## src/rtl/isp_csc_cfg_sched_if.sv

```systemverilog
// Configuration request channel between the register side (master) and the
// CSC configuration scheduler (slave): valid/ready with a 2-bit standard.
interface isp_csc_cfg_sched_if;
  logic       cfg_valid;
  logic [1:0] cfg_conv_standard;
  logic       cfg_ready;

  modport master (
    output cfg_valid,
    output cfg_conv_standard,
    input  cfg_ready
  );

  modport slave (
    input  cfg_valid,
    input  cfg_conv_standard,
    output cfg_ready
  );
endinterface

```

## src/rtl/isp_csc_cfg_sched.sv

```systemverilog
// isp_csc_cfg_sched: frame-synchronous configuration scheduler for the CSC
// stage. Buffers one conversion-standard update and commits it only between
// frames once the CSC pipeline has drained. Counts frames.
// Optional geometry checking (line/pixel counters, geom_err, err_sticky) is
// built when ISP_CSC_CFG_GEOM_CHK_EN is defined; otherwise those outputs are 0.
module isp_csc_cfg_sched #(
  parameter int unsigned WIDTH     = 1280,
  parameter int unsigned HEIGHT    = 960,
  parameter int unsigned DRAIN_CYC = 9
) (
  input  logic                pclk,
  input  logic                rst_n,
  input  logic                in_href,
  input  logic                in_vsync,
  isp_csc_cfg_sched_if.slave  cfg,
  input  logic                err_clr,
  output logic [1:0]          csc_conv_standard,
  output logic                commit,
  output logic [15:0]         frame_cnt,
  output logic                frame_done,
  output logic                geom_err,
  output logic                err_sticky
);

  localparam int unsigned DW = (DRAIN_CYC < 1) ? 1 : $clog2(DRAIN_CYC + 1);
  localparam logic [DW-1:0] DRAIN_LD = DW'(DRAIN_CYC);

  typedef enum logic [1:0] {
    S_IDLE  = 2'd0,
    S_SYNC  = 2'd1,
    S_FRAME = 2'd2
  } state_e;

  state_e         state_q, state_d;
  logic           pending_q, pending_d;
  logic [1:0]     shadow_q, shadow_d;
  logic [1:0]     csc_q, csc_d;
  logic           commit_q, commit_d;
  logic           ready_q, ready_d;
  logic [DW-1:0]  drain_q, drain_d;
  logic [15:0]    frame_cnt_q, frame_cnt_d;
  logic           frame_done_q, frame_done_d;
  logic           frame_start, frame_end;
  logic           accept, commit_en;

  // Next-state: frame FSM, handshake/shadow, commit gating, drain timer, frame count
  always_comb begin
    state_d      = state_q;
    frame_start  = 1'b0;
    frame_end    = 1'b0;
    pending_d    = pending_q;
    shadow_d     = shadow_q;
    csc_d        = csc_q;

    unique case (state_q)
      S_IDLE:  if (in_vsync) state_d = S_SYNC;
      S_SYNC:  if (!in_vsync) begin
                 state_d     = S_FRAME;
                 frame_start = 1'b1;
               end
      S_FRAME: if (in_vsync) begin
                 state_d   = S_SYNC;
                 frame_end = 1'b1;
               end
      default: state_d = S_IDLE;
    endcase

    // accept needs ready_q (= !pending_q) and commit needs pending_q, so they never coincide
    accept    = cfg.cfg_valid && ready_q;
    commit_en = pending_q && (state_q != S_FRAME) && (drain_q == '0) && !in_href;

    if (accept) begin
      pending_d = 1'b1;
      shadow_d  = cfg.cfg_conv_standard;
    end else if (commit_en) begin
      pending_d = 1'b0;
      csc_d     = shadow_q;
    end

    ready_d      = !pending_d;
    commit_d     = commit_en;
    drain_d      = in_href ? DRAIN_LD : ((drain_q == '0) ? '0 : drain_q - 1'b1);
    frame_cnt_d  = frame_start ? frame_cnt_q + 1'b1 : frame_cnt_q;
    frame_done_d = frame_end;
  end

  // State and control registers
  always_ff @(posedge pclk or negedge rst_n) begin
    if (!rst_n) begin
      state_q      <= S_IDLE;
      pending_q    <= 1'b0;
      shadow_q     <= '0;
      csc_q        <= '0;
      commit_q     <= 1'b0;
      ready_q      <= 1'b1;
      drain_q      <= '0;
      frame_cnt_q  <= '0;
      frame_done_q <= 1'b0;
    end else begin
      state_q      <= state_d;
      pending_q    <= pending_d;
      shadow_q     <= shadow_d;
      csc_q        <= csc_d;
      commit_q     <= commit_d;
      ready_q      <= ready_d;
      drain_q      <= drain_d;
      frame_cnt_q  <= frame_cnt_d;
      frame_done_q <= frame_done_d;
    end
  end

  assign cfg.cfg_ready         = ready_q;
  assign csc_conv_standard     = csc_q;
  assign commit                = commit_q;
  assign frame_cnt             = frame_cnt_q;
  assign frame_done            = frame_done_q;

`ifdef ISP_CSC_CFG_GEOM_CHK_EN
  localparam logic [15:0] PX_W = 16'(WIDTH);
  localparam logic [15:0] LN_H = 16'(HEIGHT);

  logic [15:0] px_cnt_q, px_cnt_d;
  logic [15:0] line_cnt_q, line_cnt_d;
  logic        bad_q, bad_d, bad_now;
  logic        href_q;
  logic        geom_err_q, geom_err_d;
  logic        err_sticky_q, err_sticky_d;

  // Geometry next-state; a short line ending on the vsync edge itself must
  // still flag the frame, so the end-of-frame check uses bad_now, not bad_q
  always_comb begin
    px_cnt_d   = px_cnt_q;
    line_cnt_d = line_cnt_q;
    bad_now    = bad_q;
    if (state_q == S_FRAME) begin
      if (in_href && (px_cnt_q != '1)) px_cnt_d = px_cnt_q + 1'b1;
      if (in_href && !href_q && (line_cnt_q != '1)) line_cnt_d = line_cnt_q + 1'b1;
      if (!in_href && href_q) begin
        if (px_cnt_q != PX_W) bad_now = 1'b1;
        px_cnt_d = '0;
      end
    end
    bad_d = bad_now;
    if (frame_start) begin
      px_cnt_d   = '0;
      line_cnt_d = '0;
      bad_d      = 1'b0;
    end
    geom_err_d   = frame_end && (bad_now || (line_cnt_q != LN_H) || in_href);
    err_sticky_d = geom_err_d ? 1'b1 : (err_clr ? 1'b0 : err_sticky_q);
  end

  // Geometry registers
  always_ff @(posedge pclk or negedge rst_n) begin
    if (!rst_n) begin
      px_cnt_q     <= '0;
      line_cnt_q   <= '0;
      bad_q        <= 1'b0;
      href_q       <= 1'b0;
      geom_err_q   <= 1'b0;
      err_sticky_q <= 1'b0;
    end else begin
      px_cnt_q     <= px_cnt_d;
      line_cnt_q   <= line_cnt_d;
      bad_q        <= bad_d;
      href_q       <= in_href;
      geom_err_q   <= geom_err_d;
      err_sticky_q <= err_sticky_d;
    end
  end

  assign geom_err   = geom_err_q;
  assign err_sticky = err_sticky_q;
`else
  logic unused_err_clr;
  assign unused_err_clr = err_clr;
  assign geom_err       = 1'b0;
  assign err_sticky     = 1'b0;
`endif

endmodule

```

## src/flat_wrapper.sv

```systemverilog
// flat-port wrapper written by rule: the top's interface ports become plain ports
module isp_csc_cfg_sched_flat 
#(
  parameter int unsigned WIDTH     = 1280,
  parameter int unsigned HEIGHT    = 960,
  parameter int unsigned DRAIN_CYC = 9
)
  (pclk, rst_n, in_href, in_vsync, err_clr, csc_conv_standard, commit, frame_cnt, frame_done, geom_err, err_sticky, cfg_cfg_valid, cfg_cfg_conv_standard, cfg_cfg_ready);
  isp_csc_cfg_sched_if cfg_i ();
  input  logic pclk;
  input  logic rst_n;
  input  logic in_href;
  input  logic in_vsync;
  input  logic err_clr;
  output logic [1:0] csc_conv_standard;
  output logic commit;
  output logic [15:0] frame_cnt;
  output logic frame_done;
  output logic geom_err;
  output logic err_sticky;
  input wire logic [$bits(cfg_i.cfg_valid)-1:0] cfg_cfg_valid;
  input wire logic [$bits(cfg_i.cfg_conv_standard)-1:0] cfg_cfg_conv_standard;
  output wire logic [$bits(cfg_i.cfg_ready)-1:0] cfg_cfg_ready;
  assign cfg_i.cfg_valid = cfg_cfg_valid;
  assign cfg_i.cfg_conv_standard = cfg_cfg_conv_standard;
  assign cfg_cfg_ready = cfg_i.cfg_ready;
  isp_csc_cfg_sched #(.WIDTH(WIDTH), .HEIGHT(HEIGHT), .DRAIN_CYC(DRAIN_CYC)) u_core (.pclk(pclk), .rst_n(rst_n), .in_href(in_href), .in_vsync(in_vsync), .cfg(cfg_i), .err_clr(err_clr), .csc_conv_standard(csc_conv_standard), .commit(commit), .frame_cnt(frame_cnt), .frame_done(frame_done), .geom_err(geom_err), .err_sticky(err_sticky));
endmodule
```

## config.mk

```make
export PLATFORM = sky130hd
export DESIGN_NAME = isp_csc_cfg_sched_flat
export DESIGN_NICKNAME = d
export VERILOG_FILES = /design/src/rtl/isp_csc_cfg_sched_if.sv /design/src/rtl/isp_csc_cfg_sched.sv /design/src/flat_wrapper.sv
export SDC_FILE = /design/constraint.sdc
export NUM_CORES = 1
export LEC_CHECK = 0
export ABC_CLOCK_PERIOD_IN_PS = 3850
export CAP_MARGIN = 0
export CELL_PAD_IN_SITES_DETAIL_PLACEMENT = 0
export CELL_PAD_IN_SITES_GLOBAL_PLACEMENT = 2
export CORE_MARGIN = 2
export CORE_UTILIZATION = 34
export DETAILED_ROUTE_END_ITERATION = 8
export GPL_TIMING_DRIVEN = 0
export PLACE_DENSITY = 0.79
export SLEW_MARGIN = 20
export SYNTH_ARGS = -nofsm -noshare
export SYNTH_HDL_FRONTEND = slang
export SYNTH_SLANG_ARGS = --single-unit
```

## constraint.sdc

```tcl
create_clock -name pclk -period 3.85 [get_ports pclk]
set_clock_uncertainty 0.05 [all_clocks]
set_input_delay 0.77 -clock pclk [delete_from_list [all_inputs] [get_ports pclk]]
set_output_delay 0.77 -clock pclk [all_outputs]
set_load 0.02 [all_outputs]
```

## Word level (Yosys, flattened, before mapping)

Index checks and enable logic that the tools add are counted.

| word-level totals | value |
|---|---|
| register bits after elaboration | 30 |
| input port bits | 8 |
| output and inout port bits | 23 |
| logic and storage cells | 39 |

| cells by class | value |
|---|---|
| add/sub/neg operators | 2 |
| eq/ne operators | 5 |
| muxes and demuxes | 11 |
| bitwise gates (word level) | 1 |
| reductions and logical operators | 11 |

Operators by type and width:

| operator | count |
|---|---|
| $add 16x1->16 const B | 1 |
| $mux 4 | 2 |
| $mux 1 | 6 |
| $logic_and 1x1->1 | 4 |
| $logic_not 4->1 | 1 |
| $mux 2 | 2 |
| $ne 2x2->1 const B | 2 |
| $pmux 2 s2 | 1 |
| $reduce_and 2->1 | 2 |
| $sub 4x1->4 const B | 1 |
| $eq 2x1->1 const B | 1 |
| $eq 2x2->1 const B | 1 |
| $logic_not 1->1 | 2 |
| $logic_not 2->1 | 1 |
| $ne 2x1->1 const B | 1 |
| $reduce_or 2->1 | 1 |
| $not 1->1 | 1 |

## Longest topological paths before layout

| logic depth | value |
|---|---|
| depth in word-level cells | 7 |
| mapped depth | 6 |
| depth with buffers taken out | 6 |

## Worst setup path after synthesis

Ideal clock, no wire load.

| path | value |
|---|---|
| kind | input to register |
| start point | in in_vsync |
| end point | reg u_core.frame_cnt_q[12], in the netlist u_core.frame_cnt[12] |
| setup time | 0.080 ns |
| arrival | 1.639 ns |
| required time | 3.720 ns |
| setup slack | 2.082 ns |
| cell stages on the path | 4 |
| path buffers | 0 |
| cells stage by stage | nor3b_4 nand4_2 nor3_1 xor2_1 |

| on the way | value |
|---|---|
| cells in the longest elaborated chain, start to end | 2 |

RTL lines:

| item | line | source |
|---|---|---|
| start, declared | flat_wrapper.sv:13 | `input logic in_vsync;` |
| $mux 1 | isp_csc_cfg_sched.sv:57 | `S_SYNC: if (!in_vsync) begin` |
| $mux 1 | isp_csc_cfg_sched.sv:55 | `unique case (state_q)` |
| end signal, assigned | isp_csc_cfg_sched.sv:107 | `frame_cnt_q <= frame_cnt_d;` |
| end, declared | isp_csc_cfg_sched.sv:41 | `logic [15:0] frame_cnt_q, frame_cnt_d;` |

Every way passes these cells.
A chain may end at the register's enable or synchronous reset.

## Worst setup path in the final report

| path | value |
|---|---|
| start point | reg u_core.frame_cnt_q[5], in the netlist u_core.frame_cnt[5] |
| end point | out frame_cnt[5] |

RTL lines:

| item | line | source |
|---|---|---|
| end, declared | flat_wrapper.sv:17 | `output logic [15:0] frame_cnt;` |

No word-level cell between the ends.

==> impl_metrics.tcl <==
set metrics [dict create \
    power.switching_w 0.0002723 \
    track_usage_pct 12.33 \
    fin_nets 150 \
    die_h_microns 65.48 \
    first_global_vias 862 \
    grt_max_degree 31 \
    cts.htree.levels 2 \
    antenna_found_initial 0 \
    drv_cap 0 \
    p_sw_share_pct 25.97 \
    yosysUniqueCellTypes 29 \
    numCtsBuffers 5 \
    vias_per_cell 4.489 \
    final_area_sq_um 1757 \
    cp.required_ns 3.03 \
    drive_gt1_share_pct 16.43 \
    grt_pass1_wl_mm 3.822 \
    regArea_sq_um 752.0 \
    setup_viol 0 \
    via_count 844 \
    route.detailed.drc 0 \
    netlist_instances 104 \
    drtAntennaViolNets 0 \
    pwr-share-seq_pct 40.3 \
    p_leak_nw 0.8092 \
    status "completed" \
    hold_class "reg -> reg" \
    hold_viol_final 0 \
    start_kind "flop" \
    worst-setup-path-type "reg -> out" \
    clk_pin_slew_ns 0.07 \
    min_period_ns 2.221 \
    initial_core_util_pct 35.37 \
    path_buf_inv 1 \
    min_period_over_period_pct 57.70 \
    fp.dieW_microns 65.48 \
    rows 22 \
    slew_headroom_pct 56.59 \
    clkPwrFrac_pct 37.6 \
    syn_to_final_growth_pct 36.71 \
    p_int_w 0.0007762 \
    grt_setup_unrepaired "no" \
    tightestPinTransition_ns 0.6511 \
    ys_seq_area_share_pct 58.52 \
    hold_buffers 0 \
    syn_area_per_cell_sq_um 12.36 \
    postCtsSetupBuffers 0 \
    pin_count 31 \
    yosysTopAreaCell "dfrtp_1" \
    cp_data_arrival_time_ns 1.40 \
    postPlaceCellArea_sq_um 1614 \
    die-area_sq_um 4287 \
    first_iter_violations 52 \
    fmax_mhz 450.2 \
    critical-path-slowest-cell "clkdlybuf4s50_1" \
    slowest_delay_ns 0.65 \
    diodes 0 \
    cts_resized 0 \
    crit_fanout 6 \
    synthMuxAreaShare_pct 4.382 \
    synth_top_area_share_pct 56.48 \
    pwr-share-comb_pct 22.0 \
    synth-simple-area-share_pct 17.14 \
    multi_input_comb_area_sq_um 495.5 \
    cts_root_buffer "clkbuf_8" \
    grt.overflow.total 0 \
    core_sq_um 3633 \
    dr.pass1.iters 2 \
    p_per_area_nw_per_um2 596.8 \
    cts_tree "done" \
    post_drt_wl_per_cell_microns 11.34 \
    hpwl_mm 1.516 \
    cts_sinks 30 \
    fillers 334 \
    synthXorXnorAreaFrac_pct 10.91 \
    worst_ir_drop_vdd_v 0.0004667 \
    synth_fa_ha_area_share_pct 2.921 \
    end_kind "output pin" \
    setup_tns_ns 0 \
    clkLatencyLatePin_ns 0.28 \
    finalMaxSlewViolations 0 \
    cpLargestDelayFamily "buffers and inverters" \
    synth-seq-cells 30 \
    wl_mm 2.131 \
    synth_top_family_by_area "simple AND/OR/NAND/NOR gates" \
    synth_compound_area_share_pct 2.629 \
    syn_area_sq_um 1285 \
    synth.area.top_cells "dfrtp_1, xnor2_1, xor2_1, mux2_2, ha_1" \
    io_buffer_count 27 \
    routabilityCongestion 0.7346 \
    clock_path_buffers 2 \
    critical_path.cell_chain "clkdlybuf4s50_1" \
    utilization_pct 48.35 \
    synth_warnings 0 \
]
synth_stat cells (all sizes together):
library cell  number
conb               1
nand2              6
nor3               6
xor2               7
or3                1
o21a               1
a211o              1
nor4               1
and4b              1
buf                2
dfstp              1
nor2               4
dfrtp             29
and3               3
ha                 3
and2               1
o21bai             1
nand3              5
or2b               2
mux2               5
nor3b              2
inv                7
nand4              3
xnor2              9
a21oi              2
sequential cells by signal, summed over array words and instances, names as in the netlist:
signal                    flops
u_core.shadow_q               2
u_core.commit                 1
u_core.csc_conv_standard      2
u_core.frame_cnt             16
u_core.pending_q              1
u_core.state_q                2
u_core.frame_done             1
u_core.drain_q                4
u_core.cfg.cfg_ready          1
worst paths after layout:
check                      depth (start not counted)            startpoint                     endpoint  slack [ns]
min                                                1  u_core.frame_cnt[15]         u_core.frame_cnt[15]        0.42
min reg2reg                                        1  u_core.frame_cnt[15]         u_core.frame_cnt[15]        0.42
max reg2reg                                        6     u_core.drain_q[0]  u_core.csc_conv_standard[0]        2.11
min in group asynchronous                          1                 rst_n            u_core.drain_q[2]        0.46
max                                                1   u_core.frame_cnt[5]                 frame_cnt[5]        1.63
max in group asynchronous                          1                 rst_n                u_core.commit        2.86
kinds of logic (layout without fill, tap and decap cells):
logic type | count (synthesis) | count (layout)
adder cells (fa/ha/maj) | 3 | 3
buffers and inverters | 9 | 44
XOR/XNOR | 16 | 16
flip-flops | 30 | 30
other | 1 | 2
AND/OR/NAND/NOR | 35 | 35
multiplexers | 5 | 5
AO/OA/AOI/OAI | 5 | 5
metal layers:
metal	part of all wire, %	wire length (microns)	vias to the layer above	global-route usage [%]
met4	3.1	67	0	9.375
met3	4.0	86	7	3.596
met5	0	0	-	0
li1	-	-	416	-
met2	45	955	19	17.73
met1	48	1022	402	15.56
power groups by stage:
stage | Clock (W) | Combinational, W | Sequential (W)
after CTS | 0.000405 | 0.000234 | 0.000424
final | 0.000394 | 0.000231 | 0.000423
after global routing | 0.000420 | 0.000251 | 0.000434
after global placement | 0 | 0.000234 | 0.000426
after detailed placement | 0 | 0.000233 | 0.000430
after floorplan | 0 | 0.0000887 | 0.000468
per-stage QoR:
| stage | instances | power, W | hold slack [ns] | setup WS [ns] |
|---|---|---|---|---|
| after floorplan | 105 | 0.0005569 | 0.3955 | 2.082 |
| after global placement | 180 | 0.0006605 | 0.4155 | 1.393 |
| after detailed placement | 180 | 0.0006626 | 0.4134 | 1.362 |
| after CTS | 188 | 0.001063 | 0.4221 | 1.606 |
| after global routing | 188 | 0.001105 | 0.4588 | 1.531 |
| final | 188 | 0.001048 | 0.4163 | 1.629 |
cells in the final DEF, fill, tap and decap left out, drive strengths merged:
cell type      Yosys  layout
dfrtp             29      29
nand4              3       3
conb               1       2
o21a               1       1
xor2               7       7
clkbuf             0       6
nor4               1       1
ha                 3       3
xnor2              9       9
and4b              1       1
dfstp              1       1
a211o              1       1
or2b               2       2
or3                1       1
mux2               5       5
nor3               6       6
o21bai             1       1
and3               3       3
a21oi              2       2
inv                7       7
nor2               4       4
and2               1       1
clkdlybuf4s50      0      26
nand2              6       6
bufinv             0       2
nand3              5       5
nor3b              2       2
buf                2       3
area by class of cell:
class                           instances  share of cell area, %
Inverter                                7                  1.496
Clock inverter                          2                  3.419
Sequential cell                        30                  42.81
Buffer                                  2                 0.8547
Timing Repair Buffer                   27                  15.10
Tap cell                               48                  3.419
Clock buffer                            6                  4.701
Multi-Input combinational cell         66                  28.21
(Power assumes the default switching activity.)
